`src/rtl/riscv_pkg.sv`:
```
// rtl/riscv_pkg.sv - shared RV32I load codes, datapath width and load tracker states
package riscv_pkg;

  localparam int XLEN = 32;

  localparam logic [2:0] F3_LB  = 3'b000;
  localparam logic [2:0] F3_LH  = 3'b001;
  localparam logic [2:0] F3_LW  = 3'b010;
  localparam logic [2:0] F3_LBU = 3'b100;
  localparam logic [2:0] F3_LHU = 3'b101;

  typedef enum logic {
    IDLE = 1'b0,
    WAIT = 1'b1
  } ld_state_e;

endpackage

```
`src/rtl/writeback_unit_if.sv`:
```
// rtl/writeback_unit_if.sv - ALU, load issue, memory return and register write port bundle
interface writeback_unit_if #(parameter int XLEN = 32);
  logic            alu_valid;
  logic            alu_ready;
  logic [4:0]      alu_rd;
  logic [XLEN-1:0] alu_result;
  logic            ld_issue_valid;
  logic            ld_issue_ready;
  logic [4:0]      ld_rd;
  logic [2:0]      ld_funct3;
  logic [1:0]      ld_byte_off;
  logic            mem_rvalid;
  logic [XLEN-1:0] mem_rdata;
  logic            wb_en;
  logic [4:0]      wb_rd;
  logic [XLEN-1:0] wb_data;
  logic [31:0]     busy;
  logic            load_fault;

  modport master (
    output alu_valid, alu_rd, alu_result, ld_issue_valid, ld_rd, ld_funct3, ld_byte_off,
           mem_rvalid, mem_rdata,
    input  alu_ready, ld_issue_ready, wb_en, wb_rd, wb_data, busy, load_fault
  );

  modport slave (
    input  alu_valid, alu_rd, alu_result, ld_issue_valid, ld_rd, ld_funct3, ld_byte_off,
           mem_rvalid, mem_rdata,
    output alu_ready, ld_issue_ready, wb_en, wb_rd, wb_data, busy, load_fault
  );
endinterface

```
`src/rtl/load_extract.sv`:
```
// rtl/load_extract.sv - RV32I load byte/halfword/word extraction from an aligned word
module load_extract
  import riscv_pkg::*;
(
  input  logic [2:0]      funct3,
  input  logic [1:0]      byte_off,
  input  logic [XLEN-1:0] rdata,
  output logic [XLEN-1:0] data,
  output logic            illegal
);

  logic [7:0]  sel_byte;
  logic [15:0] sel_half;

  always_comb begin
    sel_byte = rdata[{byte_off, 3'b000} +: 8];
    sel_half = byte_off[1] ? rdata[31:16] : rdata[15:0];
    data     = '0;
    illegal  = 1'b0;
    case (funct3)
      F3_LB:   data = {{(XLEN-8){sel_byte[7]}}, sel_byte};
      F3_LH:   data = {{(XLEN-16){sel_half[15]}}, sel_half};
      F3_LW:   data = rdata;
      F3_LBU:  data = {{(XLEN-8){1'b0}}, sel_byte};
      F3_LHU:  data = {{(XLEN-16){1'b0}}, sel_half};
      default: illegal = 1'b1;
    endcase
  end

endmodule

```
`src/rtl/writeback_unit.sv`:
```
// rtl/writeback_unit.sv - register write port arbiter merging ALU results and load returns
module writeback_unit #(
  parameter int XLEN         = 32,
  parameter int LOAD_TIMEOUT = 16
) (
  input  logic             stage_clk,
  input  logic             reset,
  writeback_unit_if.slave  wbi
);
  import riscv_pkg::*;

  localparam int CW = $clog2(LOAD_TIMEOUT);
  localparam logic [CW-1:0] CNT_LAST = CW'(LOAD_TIMEOUT - 1);

  ld_state_e       state_q, state_d;
  logic [CW-1:0]   cnt_q, cnt_d;
  logic [4:0]      ld_rd_q, ld_rd_d;
  logic [2:0]      funct3_q, funct3_d;
  logic [1:0]      off_q, off_d;
  logic            skid_valid_q, skid_valid_d;
  logic [4:0]      skid_rd_q, skid_rd_d;
  logic [XLEN-1:0] skid_data_q, skid_data_d;
  logic            wb_en_q, wb_en_d;
  logic [4:0]      wb_rd_q, wb_rd_d;
  logic [XLEN-1:0] wb_data_q, wb_data_d;
  logic [31:0]     busy_q, busy_d;
  logic            fault_q, fault_d;

  logic [XLEN-1:0] ext_data;
  logic            ext_illegal;
  logic            ld_accept, ld_ret, ld_tmo, alu_acc;

  load_extract u_extract (
    .funct3   (funct3_q),
    .byte_off (off_q),
    .rdata    (wbi.mem_rdata),
    .data     (ext_data),
    .illegal  (ext_illegal)
  );

  assign ld_accept = wbi.ld_issue_valid && (state_q == IDLE);
  assign ld_ret    = (state_q == WAIT) && wbi.mem_rvalid;
  assign ld_tmo    = (state_q == WAIT) && !wbi.mem_rvalid && (cnt_q == CNT_LAST);
  assign alu_acc   = wbi.alu_valid && !skid_valid_q;

  always_ff @(posedge stage_clk or negedge reset) begin
    if (!reset) begin
      state_q      <= IDLE;
      cnt_q        <= '0;
      ld_rd_q      <= '0;
      funct3_q     <= '0;
      off_q        <= '0;
      skid_valid_q <= 1'b0;
      skid_rd_q    <= '0;
      skid_data_q  <= '0;
      wb_en_q      <= 1'b0;
      wb_rd_q      <= '0;
      wb_data_q    <= '0;
      busy_q       <= '0;
      fault_q      <= 1'b0;
    end else begin
      state_q      <= state_d;
      cnt_q        <= cnt_d;
      ld_rd_q      <= ld_rd_d;
      funct3_q     <= funct3_d;
      off_q        <= off_d;
      skid_valid_q <= skid_valid_d;
      skid_rd_q    <= skid_rd_d;
      skid_data_q  <= skid_data_d;
      wb_en_q      <= wb_en_d;
      wb_rd_q      <= wb_rd_d;
      wb_data_q    <= wb_data_d;
      busy_q       <= busy_d;
      fault_q      <= fault_d;
    end
  end

  always_comb begin
    state_d = state_q;
    cnt_d   = cnt_q;
    case (state_q)
      IDLE: if (ld_accept) begin
        state_d = WAIT;
        cnt_d   = '0;
      end
      WAIT: if (ld_ret || ld_tmo) state_d = IDLE;
            else cnt_d = cnt_q + CW'(1);
      default: state_d = IDLE;
    endcase
  end

  // Port priority: load return, then skid drain, then a fresh ALU result.
  always_comb begin
    ld_rd_d     = ld_accept ? wbi.ld_rd       : ld_rd_q;
    funct3_d    = ld_accept ? wbi.ld_funct3   : funct3_q;
    off_d       = ld_accept ? wbi.ld_byte_off : off_q;
    skid_valid_d = skid_valid_q;
    skid_rd_d   = skid_rd_q;
    skid_data_d = skid_data_q;
    wb_en_d     = 1'b0;
    wb_rd_d     = wb_rd_q;
    wb_data_d   = wb_data_q;
    fault_d     = ld_tmo || (ld_ret && ext_illegal);
    busy_d      = busy_q;
    if (ld_accept) busy_d[wbi.ld_rd] = 1'b1;
    if (ld_ret || ld_tmo) busy_d[ld_rd_q] = 1'b0;
    busy_d[0] = 1'b0;

    if (ld_ret) begin
      if (!ext_illegal && ld_rd_q != 5'd0) begin
        wb_en_d   = 1'b1;
        wb_rd_d   = ld_rd_q;
        wb_data_d = ext_data;
      end
      if (alu_acc) begin
        skid_valid_d = 1'b1;
        skid_rd_d    = wbi.alu_rd;
        skid_data_d  = wbi.alu_result;
      end
    end else if (skid_valid_q) begin
      skid_valid_d = 1'b0;
      if (skid_rd_q != 5'd0) begin
        wb_en_d   = 1'b1;
        wb_rd_d   = skid_rd_q;
        wb_data_d = skid_data_q;
      end
    end else if (alu_acc && wbi.alu_rd != 5'd0) begin
      wb_en_d   = 1'b1;
      wb_rd_d   = wbi.alu_rd;
      wb_data_d = wbi.alu_result;
    end
  end

  always_comb begin
    wbi.ld_issue_ready = (state_q == IDLE);
    wbi.alu_ready      = !skid_valid_q;
    wbi.wb_en          = wb_en_q;
    wbi.wb_rd          = wb_rd_q;
    wbi.wb_data        = wb_data_q;
    wbi.busy           = busy_q;
    wbi.load_fault     = fault_q;
  end

endmodule

```
`src/flat_wrapper.sv`:
```
// flat-port wrapper written by rule: the top's interface ports become plain ports
module writeback_unit_flat import riscv_pkg::*;
#(
  parameter int XLEN         = 32,
  parameter int LOAD_TIMEOUT = 16
)
  (stage_clk, reset, wbi_alu_valid, wbi_alu_rd, wbi_alu_result, wbi_ld_issue_valid, wbi_ld_rd, wbi_ld_funct3, wbi_ld_byte_off, wbi_mem_rvalid, wbi_mem_rdata, wbi_alu_ready, wbi_ld_issue_ready, wbi_wb_en, wbi_wb_rd, wbi_wb_data, wbi_busy, wbi_load_fault);
  writeback_unit_if #(.XLEN(XLEN)) wbi_i ();
  input  logic stage_clk;
  input  logic reset;
  input wire logic [$bits(wbi_i.alu_valid)-1:0] wbi_alu_valid;
  input wire logic [$bits(wbi_i.alu_rd)-1:0] wbi_alu_rd;
  input wire logic [$bits(wbi_i.alu_result)-1:0] wbi_alu_result;
  input wire logic [$bits(wbi_i.ld_issue_valid)-1:0] wbi_ld_issue_valid;
  input wire logic [$bits(wbi_i.ld_rd)-1:0] wbi_ld_rd;
  input wire logic [$bits(wbi_i.ld_funct3)-1:0] wbi_ld_funct3;
  input wire logic [$bits(wbi_i.ld_byte_off)-1:0] wbi_ld_byte_off;
  input wire logic [$bits(wbi_i.mem_rvalid)-1:0] wbi_mem_rvalid;
  input wire logic [$bits(wbi_i.mem_rdata)-1:0] wbi_mem_rdata;
  output wire logic [$bits(wbi_i.alu_ready)-1:0] wbi_alu_ready;
  output wire logic [$bits(wbi_i.ld_issue_ready)-1:0] wbi_ld_issue_ready;
  output wire logic [$bits(wbi_i.wb_en)-1:0] wbi_wb_en;
  output wire logic [$bits(wbi_i.wb_rd)-1:0] wbi_wb_rd;
  output wire logic [$bits(wbi_i.wb_data)-1:0] wbi_wb_data;
  output wire logic [$bits(wbi_i.busy)-1:0] wbi_busy;
  output wire logic [$bits(wbi_i.load_fault)-1:0] wbi_load_fault;
  assign wbi_i.alu_valid = wbi_alu_valid;
  assign wbi_i.alu_rd = wbi_alu_rd;
  assign wbi_i.alu_result = wbi_alu_result;
  assign wbi_i.ld_issue_valid = wbi_ld_issue_valid;
  assign wbi_i.ld_rd = wbi_ld_rd;
  assign wbi_i.ld_funct3 = wbi_ld_funct3;
  assign wbi_i.ld_byte_off = wbi_ld_byte_off;
  assign wbi_i.mem_rvalid = wbi_mem_rvalid;
  assign wbi_i.mem_rdata = wbi_mem_rdata;
  assign wbi_alu_ready = wbi_i.alu_ready;
  assign wbi_ld_issue_ready = wbi_i.ld_issue_ready;
  assign wbi_wb_en = wbi_i.wb_en;
  assign wbi_wb_rd = wbi_i.wb_rd;
  assign wbi_wb_data = wbi_i.wb_data;
  assign wbi_busy = wbi_i.busy;
  assign wbi_load_fault = wbi_i.load_fault;
  writeback_unit #(.XLEN(XLEN), .LOAD_TIMEOUT(LOAD_TIMEOUT)) u_core (.stage_clk(stage_clk), .reset(reset), .wbi(wbi_i));
endmodule
```
`config.mk`:
```
export PLATFORM = sky130hd
export DESIGN_NAME = writeback_unit_flat
export DESIGN_NICKNAME = d
export VERILOG_FILES = /design/src/rtl/riscv_pkg.sv /design/src/rtl/writeback_unit_if.sv /design/src/rtl/load_extract.sv /design/src/rtl/writeback_unit.sv /design/src/flat_wrapper.sv
export SDC_FILE = /design/constraint.sdc
export NUM_CORES = 1
export LEC_CHECK = 0
export BUFFER_PORTS_ARGS = -buffer_cell sky130_fd_sc_hd__buf_2
export CAP_MARGIN = 20
export CELL_PAD_IN_SITES_DETAIL_PLACEMENT = 2
export CELL_PAD_IN_SITES_GLOBAL_PLACEMENT = 2
export CORE_UTILIZATION = 34
export DETAILED_ROUTE_END_ITERATION = 10
export GPL_ROUTABILITY_DRIVEN = 0
export PLACE_DENSITY = 0.85
export SYNTH_ARGS = -nofsm -noshare
export SYNTH_HDL_FRONTEND = slang
export SYNTH_SLANG_ARGS = --single-unit
```
`constraint.sdc`:
```
create_clock -name stage_clk -period 2.55 [get_ports stage_clk]
set_input_delay 0.1275 -clock stage_clk [delete_from_list [all_inputs] [get_ports stage_clk]]
set_output_delay 0.1275 -clock stage_clk [all_outputs]
set_load 0.02 [all_outputs]
```
=== Word-level counts from Yosys, hierarchy flattened ===
Index checks and enable logic that the tools add are counted.

* Bits in registers: 123
* Input bits: 84
* Logic and storage cells: 88

* Add/subtract/negate cells: 1
* $lt $le $gt $ge: 4
* Equality and inequality tests: 10
* Shifts and indexed selects: 1
* Multiplexer cells: 32
* Bitwise logic cells: 4
* Reductions and logical operators: 23

{| class="wikitable"
|+ Operators by type and width
! kind !! number
|-
| 2-to-1 mux 32 bit || 7
|-
| case mux 32 bit (5 select lines) || 1
|-
| AND 32 bit || 1
|-
| NOT 32 bit || 1
|-
| OR 32 bit || 1
|-
| indexed part select 32 x 6 -> 8 bit || 1
|-
| 2-to-1 mux 5 bit || 5
|-
| 2-to-1 mux 16 bit || 1
|-
| nonzero test 5 bit || 3
|-
| < comparator 5 x 6 -> 1 bit, second input constant || 2
|-
| 2-to-1 mux 1 bit || 12
|-
| demux 1 bit (select 5 bit) || 2
|-
| greater-or-equal comparator 5 x 1 -> 1 bit, second input constant || 2
|-
| logical AND 1 bit || 10
|-
| 2-to-1 mux 4 bit || 2
|-
| case mux 4 bit (2 select lines) || 1
|-
| equality test 3 bit, second input constant || 2
|-
| inequality test 2 bit, second input constant || 3
|-
| OR reduction 5 bit || 1
|-
| adder 4 x 1 -> 4 bit, second input constant || 1
|-
| equality test 4 bit, second input constant || 1
|-
| AND reduction 2 bit || 2
|-
| equality test 3 x 1 -> 1 bit, second input constant || 1
|-
| equality test 3 x 2 -> 1 bit, second input constant || 1
|-
| 9 further kinds || 11
|}

=== Logic depth before layout (Yosys ltp) ===
Gate-level depths: netlist (run 1).

* Depth in word-level cells: 8
* Depth in mapped cells: 8
* Depth with buffers taken out: 6

=== Modules after synthesis ===
A second synthesis (run 1) with hierarchy kept.

* Cell total of the unflattened synthesis: 615
* Area, all modules: 6501.2 um^2

{| class="wikitable"
|+ By module, submodules not included
! module !! times used !! cells an instance !! area each (um^2) !! sequential area each (um^2)
|-
| writeback_unit || 1 || 502 || 5701.7 || 3078.0
|-
| load_extract || 1 || 113 || 799.5 || 0.0
|}

=== Least setup slack after synthesis (run 1) ===
No wires, ideal clock.

* Kind: flip-flop to flip-flop
* Start: reg u_core.skid_rd_q[2]
* End: reg u_core.wb_data_q[10] (netlist: u_core.wbi.wb_data[10])
* Library setup time: 0.125 ns
* Arrival: 2.083 ns
* Path slack: 0.342 ns
* Cell stages (with the launch flop): 9
* Buffers on the path: 3
* Path through: dfrtp_1 or4_1 buf_2 o21a_1 buf_6 nor3_4 inv_2 buf_6 mux2_4

* Cells in the longest elaborated chain, start to end: 3

{| class="wikitable"
|+ RTL lines
! element !! RTL line !! source
|-
| start, declared || writeback_unit.sv:21 || <nowiki>logic [4:0] skid_rd_q, skid_rd_d;</nowiki>
|-
| start signal, assigned || writeback_unit.sv:68 || <nowiki>skid_rd_q <= skid_rd_d;</nowiki>
|-
| nonzero test 5 bit || writeback_unit.sv:122 || <nowiki>if (skid_rd_q != 5'd0) begin</nowiki>
|-
| inequality test 3 bit (no line) || - ||
|-
| AND reduction 3 bit (no line) || - ||
|-
| end signal, assigned || writeback_unit.sv:72 || <nowiki>wb_data_q <= wb_data_d;</nowiki>
|-
| end, declared || writeback_unit.sv:25 || <nowiki>logic [XLEN-1:0] wb_data_q, wb_data_d;</nowiki>
|}

Every way passes these cells.
A chain may end at the register's enable or synchronous reset.

=== Final worst setup path (run 1) ===
* Start: reg u_core.skid_rd_q[2]
* End: reg u_core.wb_data_q[9] (netlist: u_core.wbi.wb_data[9])

The elaborated chain is that of the path after synthesis.

==> out/qor.yml, run 1 <==
setup_path:
  cp_max_fo: 21
  max_stage_delay_ns: 0.62
  start_kind: "flop"
  slowest_stage: "or4_1"
  critical_path_arrival_ns: 2.70
  cp.required_ns: 2.87
  worstSetupEndpointType: "flop"
  cp_num_buf_inv: 1
  crit_family: "simple AND/OR/NAND/NOR gates"
  r2r_slack_ns: 0.17
  critical_path.cell_chain: "or4_1 -> o21a_1 -> nor3_4 -> inv_2 -> mux2_4"
  timing_worst_setup_path_type: "reg2reg"
sta:
  fin_tns_setup_ns: 0
  fmax_ghz: 0.420
  rsz0062_at_grt: "no"
  timing.final.crit_period_ns: 2.38
  slew_headroom: 0.439
  finalSetupViolCount: 0
  slew_viol_final: 0
  tightest_slew_ns: 0.838
  min_period_over_period: 0.934
  hold_viol_final: 0
  finClkSkew_ns: 0.0101
clocking:
  clock-root-buffer: "clkbuf_16"
  h-tree-depth: 4
  worst_skew_pair.late_latency_ns: 0.44
  cts_tree: "built"
  clock-sinks: 123
  clock_path_buffers: 2
  path_clk_slew_ns: 0.06
  cts-buffers-inserted: 17
synth:
  netlist_instances: 597
  synthArstFlopShare: 1.00
  ys_seq_area_frac: 0.471
  yosys.area.top_type: "dfrtp_1"
  synth_edf_count: 0
  synth_top_cell_area_share: 0.471
  synth.distinct_cells: 58
  netlist_area_sq_um: 6530
  synthFlopType: "dfrtp_1"
  netlist_top_cells_area: "dfrtp_1 (47%), mux2_2 (12%), a21oi_1 (5.2%)"
  syn_area_per_cell_sq_um: 10.9
  yosysWarnings: 0
  ys_ff_latch: 123
  synth_nets: 682
placed_design:
  hpwlAfterDp_um: 18100
  place_area_sq_um: 7630
  port-buffer-count: 155
die:
  dieArea_sq_um: 19800
  io_pins: 157
  die_w_um: 141
  core_sq_um: 18800
  fp-row-count: 50
  start_util: 0.348
  die_y_um: 141
global_routing:
  grt.total_usage: 0.285
  grt_max_degree: 46
  grt_first_pass_wirelength_um: 42100
  grt_overflow: 0
  grt_pass1_vias: 7090
  antenna_found_initial: 3
worst_hold_path:
  hold_class: "in2reg"
finish:
  drive_above_1_share: 0.387
  area_growth_pct: 33.8
  nets: 883
  fill_cells: 1919
  stdcell_area_sq_um: 8740
detailed_routing:
  wire_per_inst_um: 26.3
  drc: 0
  drt_iter0_markers: 346
  drt-total-wl_um: 27500
  ant_nets: 0
  vias_per_cell: 5.93
  drtPass1Iterations: 7
  vias: 6212
status:
  outcome: "finished, final reports clean"
power:
  p_leak_uw: 0.00411
  peakVddDrop_uv: 493
  p_per_area_nw_per_um2: 994
job:
  cap_viol_max_count: 0
-- cell families (layout without fill, tap and decap cells) --
group | Yosys count | in the layout | share of synthesized area
multiplexers | 100 | 100 | 0.176
AND/OR/NAND/NOR | 136 | 136 | 0.115
AO/OA/AOI/OAI | 179 | 179 | 0.196
buffers and inverters | 56 | 270 | 0.0379
adder cells (fa/ha/maj) | 1 | 1 | 0.00192
flip-flops | 123 | 123 | 0.471
XOR/XNOR | 1 | 1 | 0.00134
other | 1 | 4 | 0.000574
-- worst reg2reg max path, stage by stage (launching register included) --
cell and delay (ns):
dfrtp_1 0.40, or4_1 0.62, o21a_1 0.37, nor3_4 0.21, inv_2 0.28, mux2_4 0.39
-- area by class of cell --
type	instances	area [sq um]	area share
antenna	3	7.51	0.000859
clock buffer	17	425	0.0487
clock inverter	15	199	0.0228
inverter	5	18.8	0.00215
multi-input combinational	418	3240	0.370
sequential	123	3080	0.352
tap	234	293	0.0335
timing repair buffer	233	1480	0.170
-- metal layers --
layer	global-route usage	wire (um)
met5	0	0
met4	0.153	1120
met3	0.0686	1620
met2	0.492	13900
met1	0.326	10900
-- repair_timing --
| action | CTS | global route |
|---|---|---|
| resized for setup | 0 | 3 |
| hold buffers | 45 | 0 |
| endpoints found under the hold margin | 86 | 0 |
| buffers inserted | 0 | 0 |
| endpoints found under the setup margin | 0 | 4 |
-- flip-flops by register name, summed over array words and instances (netlist names), 2 cells and up --
signal / flops
u_core.skid_data_q: 32
u_core.wbi.wb_data: 32
u_core.wbi.busy: 31
u_core.ld_rd_q: 5
u_core.skid_rd_q: 5
u_core.wbi.wb_rd: 5
u_core.cnt_q: 4
u_core.funct3_q: 3
u_core.off_q: 2
-- metrics by stage --
stage                     hold WS [ns]  instances  power (uW)  utilization  setup slack (ns)
after floorplan                 -0.168        597        4740            -             0.342
after global placement           0.182        964        5660        0.406             0.306
after detailed placement         0.188        965        5890        0.406             0.216
after CTS                      0.00521       1042        8650        0.464            0.0312
after global routing            0.0143       1047        9010        0.466             0.102
final                           0.0170       1048        8690        0.466             0.168
-- where the power goes --
part	leakage (uW)	switching [uW]	internal [uW]
logic	0.00231	1790	1180
registers	0.00149	496	2590
clock network	0.000304	1060	1570
-- cell usage after synthesis, types with 9 or more instances --
cell type  count
dfrtp_1      123
a21oi_1       68
mux2_2        67
nand2_1       41
clkbuf_1      32
nor3_1        22
mux2i_1       20
a311oi_1      16
o211a_1       16
a21o_1        15
o2bb2ai_1     15
mux2_4        13
nor2_1        10
nor3b_1       10
buf_2          9
nand3_1        9
-- worst paths after layout --
path / startpoint / to / depth (start not counted)
worst max-delay path: u_core.skid_rd_q[2] / u_core.wbi.wb_data[9] / 5
worst min-delay path: wbi_ld_issue_valid / u_core.ld_rd_q[0] / 3
worst max register to register: u_core.skid_rd_q[2] / u_core.wbi.wb_data[9] / 5
worst min register to register: u_core.wbi.wb_data[24] / u_core.wbi.wb_data[24] / 1
max in group asynchronous: reset / u_core.wbi.wb_data[5] / 3
min in group asynchronous: reset / u_core.skid_data_q[14] / 2
-- cells in the final DEF (no fill, tap or decap), types with 13 or more instances in the layout --
master	count
nand2_1	40
a21o_1	15
mux2i_1	20
a21oi_1	68
mux2_4	13
dfrtp_1	122
o2bb2ai_1	15
clkbuf_16	17
nor3_1	21
buf_4	31
a311oi_1	16
o211a_1	16
buf_2	155
mux2_2	67
dlygate4sd3_1	45
Power figures use the tool's default switching activity.
==> run 2, diff against run 1 <==
==> constraint.sdc (replaced) <==
create_clock -name stage_clk -period 2.55 [get_ports stage_clk]
set_input_delay 0 -clock stage_clk [delete_from_list [all_inputs] [get_ports stage_clk]]
set_output_delay 0 -clock stage_clk [all_outputs]
set_load 0.02 [all_outputs]
==> run 2 against run 1 <==
  * Final cell count grew 0.95%
  * Register-to-register slack lost 0.11 ns
  * Die area did not move
  * Non-clock buffer count grew 13
  * Fmax decreased by 4.4%
==> out/qor.yml, run 2 (synthesis gave the netlist of run 1 again) <==
finish:
  drive_above_1_share: 0.375  # -0.0122
  area_growth_pct: 35.3
  final_common_cell: "buf_2"
  diodes: 0  # -3
  final_cell_mix: "buf_2 (154), dfrtp_1 (122), a21oi_1 (68), mux2_2 (67), dlygate4sd3_1 (60)"
  utilization: 0.471  # +0.00527
  nets: 896  # +1.5%
sta:
  fin_tns_setup_ns: 0  # unchanged
  hold_viol_final: 0  # unchanged
  setup_ws_ns: 0.0590  # -0.109 ns
  finClkSkew_ns: 0.0125  # +0.00235 ns
  fmax_ghz: 0.401  # -4.4%
  tightest_slew_ns: 0.775  # -0.0624 ns
  min_period_over_period: 0.977  # +0.0429
  slew_viol_final: 0  # unchanged
  rsz0062_at_grt: "no"
  finalSetupViolCount: 0  # unchanged
  timing.final.crit_period_ns: 2.49  # +0.109 ns
  slew_headroom: 0.481  # +0.0417
die:
  die_y_um: 141  # unchanged
  dieArea_sq_um: 19800  # unchanged
  die_w_um: 141  # unchanged
  core_sq_um: 18800  # unchanged
  start_util: 0.348  # unchanged
  io_pins: 157  # unchanged
  fp-row-count: 50  # unchanged
detailed_routing:
  drt-total-wl_um: 29900  # +8.7%
  ant_nets: 0  # unchanged
  wire_per_inst_um: 28.3  # +7.7%
  vias_per_cell: 6.08  # +2.6%
  drtPass1Iterations: 5  # -2
  vias: 6436  # +3.6%
  drt_iter0_markers: 401  # +16%
  drc: 0  # unchanged
setup_path:
  crit_family: "compound AO/OA/AOI/OAI gates"
  start_kind: "flop"
  critical_path_arrival_ns: 2.81  # +0.11 ns
  cp_max_fo: 21  # unchanged
  r2r_slack_ns: 0.06  # -0.11 ns
  timing_worst_setup_path_type: "reg2reg"
  cp_num_buf_inv: 1  # unchanged
  slowest_stage: "dfrtp_1"
  cp.required_ns: 2.87  # about the same
  critical_path.cell_chain: "o21a_1 -> a211oi_2 -> nor3_4 -> inv_2 -> mux2_2"
  worstSetupEndpointType: "flop"
  max_stage_delay_ns: 0.58  # -0.04 ns
clocking:
  clock-root-buffer: "clkbuf_16"
  path_clk_slew_ns: 0.07  # about the same
  h-tree-depth: 4  # unchanged
  cts-buffers-inserted: 17  # unchanged
  clock_path_buffers: 2  # unchanged
  cts_resized: 0  # unchanged
  clock-sinks: 123  # unchanged
  cts_tree: "built"
  worst_skew_pair.late_latency_ns: 0.44  # about the same
power:
  report.power.total_uw: 8760  # +0.83%
  p_per_area_nw_per_um2: 991  # -0.30%
  peakVddDrop_uv: 554  # +12%
  p_leak_uw: 0.00415  # +0.96%
worst_hold_path:
  hold_class: "in2reg"
global_routing:
  grt_first_pass_wirelength_um: 45600  # +8.4%
  grt_max_degree: 49  # +6.5%
  antenna_found_initial: 0  # -3
  grt_pass1_vias: 7202  # +1.6%
  grt.total_usage: 0.310  # +0.0249
  grt_overflow: 0  # unchanged
placed_design:
  port-buffer-count: 155  # unchanged
  hpwlAfterDp_um: 18000  # -0.29%
  dpl_worst_slack_ns: 0.225  # +0.00976 ns
status:
  outcome: "finished, final reports clean"
job:
  cap_viol_max_count: 0  # unchanged
## run 2: through the flow
step / cells / cell area [sq um] / hold slack [ns]
2_1_floorplan: 597 / 6530 / -0.296
3_3_place_gp: 963 / 7610 / 0.0531
3_5_place_dp: 964 / 7620 / 0.0683
4_1_cts: 1056 / 8820 / 0.00611
5_1_grt: 1058 / 8840 / 0.0291
6_report: 1058 / 8840 / 0.0325
## run 2: cell type report
type                       instances  area, sq um
tap                              234          293
fill                            1914         9930
multi-input combinational        418         3220
sequential                       123         3080
inverter                           5         18.8
timing repair buffer             246         1630
clock inverter                    15          178
clock buffer                      17          425
## run 2: power breakdown
group,switching [uW],internal [uW],total [uW]
Sequential,533,2590,3120
Combinational,1840,1200,3040
Clock,1120,1480,2600
## run 2: final timing paths
kind | startpoint | end | depth (start not counted)
hold / removal | wbi_mem_rvalid | u_core.cnt_q[1] | 4
max in group asynchronous | reset | u_core.wbi.busy[2] | 3
setup / recovery | u_core.funct3_q[2] | u_core.wbi.wb_rd[4] | 5
hold reg to reg | u_core.wbi.wb_data[19] | u_core.wbi.wb_data[19] | 1
setup reg to reg | u_core.funct3_q[2] | u_core.wbi.wb_rd[4] | 5
min in group asynchronous | reset | u_core.skid_data_q[11] | 2
## run 2: metal layers
layer  vias to the layer above  GRT usage  share of wire
met3                        71     0.0581          0.058
met1                      3335      0.367           0.40
met5                         -          0              0
met2                       325      0.544           0.50
met4                         0      0.141          0.035
li1                       2705          -              -
## run 2: what timing repair did
action / CTS / global route
hold buffers: 60 / 0
setup buffers: 0 / 0
endpoints found under the hold margin: 104 / 0
## run 2: worst register-to-register path, stage by stage, from the launching register on
cell and delay (ns):
dfrtp_1 0.58, o21a_1 0.35, a211oi_2 0.40, nor3_4 0.10, inv_2 0.51, mux2_2 0.43
